--- src/rtl/updown_sweep_pkg.sv ---
// ============================================================================
// Module      : updown_sweep_pkg
// Description : Shared types and constants for the up/down sweep sequencer.
// Revision    : 1.0 - initial release
// ============================================================================
`default_nettype none

package updown_sweep_pkg;

    localparam int CW_DEF = 5;
    localparam int DW_DEF = 4;

    localparam logic DIR_UP   = 1'b1;
    localparam logic DIR_DOWN = 1'b0;

    typedef enum logic [2:0] {
        S_IDLE     = 3'd0,
        S_LOAD     = 3'd1,
        S_UP       = 3'd2,
        S_DWELL_HI = 3'd3,
        S_DOWN     = 3'd4,
        S_DWELL_LO = 3'd5,
        S_FIN      = 3'd6
    } state_t;

endpackage

`default_nettype wire

--- src/rtl/updown_dwell_timer.sv ---
// ============================================================================
// Module      : updown_dwell_timer
// Description : Loadable down-counter timing the dwell at either sweep limit.
// Revision    : 1.0 - initial release
// ============================================================================
`default_nettype none

module updown_dwell_timer #(
    parameter int DW = 4
) (
    input  logic          clk,
    input  logic          reset,
    input  logic          load,
    input  logic [DW-1:0] load_val,
    input  logic          hold,
    output logic          expired
);

    localparam logic [DW-1:0] c_one = {{(DW-1){1'b0}}, 1'b1};

    logic [DW-1:0] r_cnt;

    always_ff @(posedge clk or posedge reset) begin
        if (reset) begin
            r_cnt <= '0;
        end else if (load) begin
            r_cnt <= load_val;
        end else if (!hold && (r_cnt != '0)) begin
            r_cnt <= r_cnt - c_one;
        end
    end

    // Loaded with N on entry, so a count of one marks the last of N cycles.
    assign expired = !hold && (r_cnt == c_one);

endmodule

`default_nettype wire

--- src/rtl/updown_sweep_ctrl.sv ---
// ============================================================================
// Module      : updown_sweep_ctrl
// Description : Runs triangular lo->hi->lo sweeps on an external up/down
//               counter. Optional pause input under UPDOWN_SWEEP_PAUSE_EN.
// Revision    : 1.0 - initial release
// ============================================================================
`default_nettype none

module updown_sweep_ctrl
    import updown_sweep_pkg::*;
#(
    parameter int CW = CW_DEF,
    parameter int DW = DW_DEF
) (
    input  logic          clk,
    input  logic          reset,
    input  logic          start,
    input  logic          abort,
`ifdef UPDOWN_SWEEP_PAUSE_EN
    input  logic          pause,
`endif
    input  logic [CW-1:0] lo_limit,
    input  logic [CW-1:0] hi_limit,
    input  logic [DW-1:0] dwell,
    input  logic [DW-1:0] sweeps,
    input  logic [CW-1:0] count,
    output logic          cnt_load,
    output logic [CW-1:0] cnt_load_val,
    output logic          cnt_enable,
    output logic          cnt_dir,
    output logic          busy,
    output logic          done,
    output logic          err,
    output logic [DW-1:0] sweep_cnt
);

    state_t        r_state;
    state_t        w_next_state;
    logic [CW-1:0] r_lo;
    logic [CW-1:0] r_hi;
    logic [DW-1:0] r_dwell;
    logic [DW-1:0] r_sweeps;
    logic [DW-1:0] r_sweep_cnt;
    logic          r_err;
    logic          r_dir;

    logic          w_pause;
    logic          w_cfg_ok;
    logic          w_latch;
    logic          w_reject;
    logic          w_inc;
    logic          w_tmr_load;
    logic          w_expired;
    logic [DW-1:0] w_sweep_next;

`ifdef UPDOWN_SWEEP_PAUSE_EN
    assign w_pause = pause;
`else
    assign w_pause = 1'b0;
`endif

    assign w_cfg_ok     = (lo_limit < hi_limit) && (sweeps != '0);
    assign w_sweep_next = r_sweep_cnt + {{(DW-1){1'b0}}, 1'b1};

    updown_dwell_timer #(
        .DW (DW)
    ) u_dwell_timer (
        .clk      (clk),
        .reset    (reset),
        .load     (w_tmr_load),
        .load_val (r_dwell),
        .hold     (w_pause),
        .expired  (w_expired)
    );

    always_ff @(posedge clk or posedge reset) begin
        if (reset) begin
            r_state     <= S_IDLE;
            r_lo        <= '0;
            r_hi        <= '0;
            r_dwell     <= '0;
            r_sweeps    <= '0;
            r_sweep_cnt <= '0;
            r_err       <= 1'b0;
            r_dir       <= 1'b0;
        end else begin
            r_state <= w_next_state;
            r_dir   <= cnt_dir;
            if (w_latch) begin
                r_lo        <= lo_limit;
                r_hi        <= hi_limit;
                r_dwell     <= dwell;
                r_sweeps    <= sweeps;
                r_sweep_cnt <= '0;
                r_err       <= 1'b0;
            end else if (w_reject) begin
                r_err <= 1'b1;
            end else if (w_inc) begin
                r_sweep_cnt <= w_sweep_next;
            end
        end
    end

    always_comb begin
        w_next_state = r_state;
        cnt_load     = 1'b0;
        cnt_enable   = 1'b0;
        done         = 1'b0;
        w_latch      = 1'b0;
        w_reject     = 1'b0;
        w_inc        = 1'b0;
        w_tmr_load   = 1'b0;

        case (r_state)
            S_IDLE: begin
                if (start) begin
                    if (w_cfg_ok) begin
                        w_latch      = 1'b1;
                        w_next_state = S_LOAD;
                    end else begin
                        w_reject     = 1'b1;
                        w_next_state = S_FIN;
                    end
                end
            end
            S_LOAD: begin
                cnt_load     = 1'b1;
                w_next_state = S_UP;
            end
            S_UP: begin
                if (!w_pause) begin
                    if (count != r_hi) begin
                        cnt_enable = 1'b1;
                    end else if (r_dwell != '0) begin
                        w_tmr_load   = 1'b1;
                        w_next_state = S_DWELL_HI;
                    end else begin
                        w_next_state = S_DOWN;
                    end
                end
            end
            S_DWELL_HI: begin
                if (w_expired) begin
                    w_next_state = S_DOWN;
                end
            end
            S_DOWN: begin
                if (!w_pause) begin
                    if (count != r_lo) begin
                        cnt_enable = 1'b1;
                    end else begin
                        w_inc = 1'b1;
                        if (r_dwell != '0) begin
                            w_tmr_load   = 1'b1;
                            w_next_state = S_DWELL_LO;
                        end else if (w_sweep_next == r_sweeps) begin
                            w_next_state = S_FIN;
                        end else begin
                            w_next_state = S_UP;
                        end
                    end
                end
            end
            S_DWELL_LO: begin
                // The sweep was already counted on arrival at lo.
                if (w_expired) begin
                    w_next_state = (r_sweep_cnt == r_sweeps) ? S_FIN : S_UP;
                end
            end
            S_FIN: begin
                done         = 1'b1;
                w_next_state = S_IDLE;
            end
            default: begin
                w_next_state = S_IDLE;
            end
        endcase

        if (abort && (r_state != S_IDLE)) begin
            w_next_state = S_IDLE;
            cnt_load     = 1'b0;
            cnt_enable   = 1'b0;
            done         = 1'b0;
            w_inc        = 1'b0;
            w_tmr_load   = 1'b0;
        end
    end

    // Direction is only driven while stepping; elsewhere it holds so the
    // counter never sees a spurious flip.
    assign cnt_dir      = (r_state == S_UP)   ? DIR_UP   :
                          (r_state == S_DOWN) ? DIR_DOWN : r_dir;
    assign cnt_load_val = r_lo;
    assign busy         = (r_state != S_IDLE);
    assign err          = done && r_err;
    assign sweep_cnt    = r_sweep_cnt;

endmodule

`default_nettype wire

--- config.mk ---
export PLATFORM = sky130hd
export DESIGN_NAME = updown_sweep_ctrl
export DESIGN_NICKNAME = d
export VERILOG_FILES = /design/src/rtl/updown_sweep_pkg.sv /design/src/rtl/updown_dwell_timer.sv /design/src/rtl/updown_sweep_ctrl.sv
export SDC_FILE = /design/constraint.sdc
export NUM_CORES = 1
export LEC_CHECK = 0
export ABC_CLOCK_PERIOD_IN_PS = 1600
export CAP_MARGIN = 5
export CELL_PAD_IN_SITES_DETAIL_PLACEMENT = 1
export CELL_PAD_IN_SITES_GLOBAL_PLACEMENT = 2
export CORE_MARGIN = 2
export CORE_UTILIZATION = 28
export CTS_CLUSTER_DIAMETER = 200
export CTS_CLUSTER_SIZE = 40
export DETAILED_ROUTE_END_ITERATION = 6
export GPL_TIMING_DRIVEN = 0
export HOLD_SLACK_MARGIN = 0.15
export PLACE_DENSITY = 0.8
export SETUP_SLACK_MARGIN = 0.02
export SLEW_MARGIN = 20
export SYNTH_ARGS = -nofsm -noshare
export SYNTH_HDL_FRONTEND = slang
export SYNTH_SLANG_ARGS = --single-unit
--- constraint.sdc ---
create_clock -name clk -period 1.6 [get_ports clk]
set_input_delay 0.48 -clock clk [delete_from_list [all_inputs] [get_ports clk]]
set_output_delay 0.48 -clock clk [all_outputs]
set_load 0.02 [all_outputs]
==> reports/metrics.cfg <==
[global_routing]
grt_use_met2_pct = 28.1
gr-usage-met1_pct = 20.9
overflow = 0
grt_max_degree = 32
track_usage_pct = 16.5
grt_pass1_wl_um = 9290
busiest_layer = met2
antenna_found_initial = 0
grt_pass1_vias = 1800
use_met3_pct = 3.99

[sta]
setup_ws_ns = -0.396
hold_ws_ns = 0.438
setup_violations = 32
period_minus_slack_ns = 2.00
slew_headroom_pct = 52.9
hold_viol = 0
slew_viol_final = 0
period_share_pct = 125
fmax_ghz = 0.501
tns_ns = -6.55
tightestPinTransition_ns = 0.705
rsz0062_at_grt = yes
clock_skew_ns = 0.00527

[floorplan]
die-area_mm2 = 0.00728
die_h_um = 85.3
die_w_um = 85.3
core-area_mm2 = 0.00639
ios = 42
start_util_pct = 29.0
placementRows = 29

[synthesis]
synth_top_area_cell = dfrtp_1
synth_most_common_cell = dfrtp_1
synth-seq-cells = 31
synthArstFlopShare_pct = 100
synth.net_count = 217
synth.yosys.seq_area_share_pct = 41.9
synth_cells = 182
synth_area_mm2 = 0.00185
synth-edff-count = 0
ys_warn_count = 0
synth.distinct_cells = 42
synth_top_area_share_pct = 41.9
synth_common_cells = dfrtp_1 (31), mux2_2 (19), xnor2_1 (15)
synthFlopType = dfrtp_1
ys_top_cells_by_area = dfrtp_1 (42%), mux2_2 (12%), xnor2_1 (7.1%), ha_1 (5.4%), nor2_1 (2.8%)
syn_area_per_cell_um2 = 10.2

[placed_design]
hpwlAfterDp_um = 3550
gp_congestion = 0.828
pre_cts_ws_ns = -1.30
port_buffers = 41
place_area_mm2 = 0.00247

[cells_and_area]
final_area_mm2 = 0.00327
nets = 301
syn_to_final_growth_pct = 76.6
finalCoreUtilization_pct = 51.2
n_fill_cell = 683
drive_gt1_share_pct = 59.9
diodes = 0

[route]
antenna_left = 0
first_pass_iters = 2
num_vias = 1696
viasPerCell = 4.93
dr.first_iter.drc_count = 26
finalWirelength_um = 5890
drc = 0
wl_per_cell_um = 17.1

[clock_network]
cts_sinks = 31
root_buffer = clkbuf_8
clock_latency_ns = 0.29
cts.htree.levels = 2
cts.path.max_buffers = 2
cts_tree = done
clkTransAtPathRegs_ns = 0.07
cts_hold_buf = 0
cts_buffers = 5

[pwr]
p_per_area_mw_per_mm2 = 1630
power.leakage_uw = 0.00148
sw_frac_of_total_pct = 38.1
clockPowerShare_pct = 15.5
combinationalPowerShare_pct = 56.5
p_sw_uw = 2030
vdd_drop_max_v = 0.000785
power_frac_seq_pct = 28.0
intPower_uw = 3310

[worst_setup_path]
critPathMaxFanout = 2
cpPeakStageDelay_ns = 0.25
path_cells = clkdlybuf4s15_2, xnor2_2, nand3_2, nor3_4, o32ai_4, buf_6
rr_worst_depth = 8
endpoint_kind = output port
slowest_stage = nor3_4
worstSetupPathType = in -> out
critPathLaunchType = input port
rr_endpoint = u_dwell_timer.r_cnt[1]
worst-endpoint-required_ns = 1.12
endpoint = cnt_enable
rrSetupSlack_ns = -0.31
startpoint = count[1]
cp.arrival_ns = 1.52
reg2reg_from = r_hi[1]

[outcome]
failed_checks = negative setup slack
status = finished, violations left

[worst_hold_path]
worstHoldPathType = in -> reg

[flow_run]
max-cap-violations = 0

-- layer usage --
layer  wire length (um)  up-vias
met5                  0        -
met4                 63        0
met3                223        5
met2               3090       34
met1               2510      843
li1                   -      814
-- metrics by stage --
stage,instances,power (uW)
2_1_floorplan,182,2790
3_3_place_gp,300,3370
4_1_cts,332,5020
3_5_place_dp,300,3430
5_1_grt,344,5690
6_report,344,5340
-- worst min-delay path by stage --
stage / startpoint / endpoint / cells after the start
2_1_floorplan: r_err / r_err / 2
3_3_place_gp: r_err / r_err / 2
3_5_place_dp: r_err / r_err / 2
4_1_cts: lo_limit[2] / cnt_load_val[2] / 2
5_1_grt: lo_limit[2] / cnt_load_val[2] / 2
6_report: lo_limit[2] / cnt_load_val[2] / 2
-- worst max-delay path: cells and delay by family --
kind	cells	cell delay [ns]
AOI/OAI and AO/OA	1	0.12
xor gates and xnor gates	1	0.18
buffers and inverters	2	0.35
and+or+nand+nor	2	0.38
-- placed cells by master (no fill, tap or decap), types with 3 or more instances in the layout --
master	synthesis	final
nor3_4	0	4
xor2_1	6	4
clkdlybuf4s15_2	0	3
clkdlybuf4s15_1	0	6
a21oi_1	5	3
nand3_2	0	4
buf_6	1	18
xnor2_2	0	6
dfrtp_1	31	28
nor2_1	14	9
nor2_2	0	3
clkdlybuf4s50_1	0	6
o21ai_2	0	6
dfrtp_2	0	3
nand2b_1	7	3
clkbuf_2	0	8
mux2_4	0	18
nand2_1	12	8
dlygate4sd2_1	0	6
buf_2	2	4
clkbuf_8	0	8
buf_8	0	3
inv_1	10	3
nand2b_4	0	3
ha_1	8	4
ha_4	0	3
inv_2	0	4
buf_4	1	26
nand2_2	0	3
xnor2_1	15	9
-- registers in the layout, summed over array words and instances (netlist names) --
| register | count |
|---|---|
| cnt_load_val | 5 |
| r_hi | 5 |
| r_dwell | 4 |
| r_sweeps | 4 |
| sweep_cnt | 4 |
| u_dwell_timer.r_cnt | 4 |
| r_state | 3 |
| r_dir | 1 |
| r_err | 1 |
-- layout make-up --
cell class / count / area, um^2 / share of cell area (%)
tap: 77 / 96.3 / 2.95
sequential: 31 / 779 / 23.8
timing repair buffer: 79 / 711 / 21.7
clock inverter: 2 / 35.0 / 1.07
inverter: 10 / 62.6 / 1.91
clock buffer: 6 / 82.6 / 2.53
multi-input combinational: 135 / 1450 / 44.3
buffer: 4 / 53.8 / 1.65
-- kinds of logic (layout without fill, tap and decap cells) --
| logic type | after synthesis | after routing | synth area share [%] |
|---|---|---|---|
| fa+ha+maj | 8 | 8 | 5.41 |
| xor+xnor | 21 | 21 | 9.93 |
| flops | 31 | 31 | 41.9 |
| mux | 20 | 20 | 12.1 |
| simple gates | 57 | 57 | 16.1 |
| compound gates | 29 | 29 | 10.5 |
| buf+inv | 16 | 101 | 3.99 |
-- power groups by stage --
stage          registers, uW  clock network (uW)  logic (uW)
6_report                1490                 828        3020
5_1_grt                 1540                 898        3250
4_1_cts                 1470                 851        2690
3_5_place_dp            1450                   0        1980
3_3_place_gp            1430                   0        1940
2_1_floorplan           1440                   0        1340
-- timing repair --
| item | in CTS | in global routing |
|---|---|---|
| pin swaps | 30 | 20 |
| gates cloned | 2 | 0 |
| setup buffers | 25 | 16 |
| endpoints found under the setup margin | 45 | 42 |
| gates resized for setup | 170 | 59 |
(Power assumes the default switching activity.)
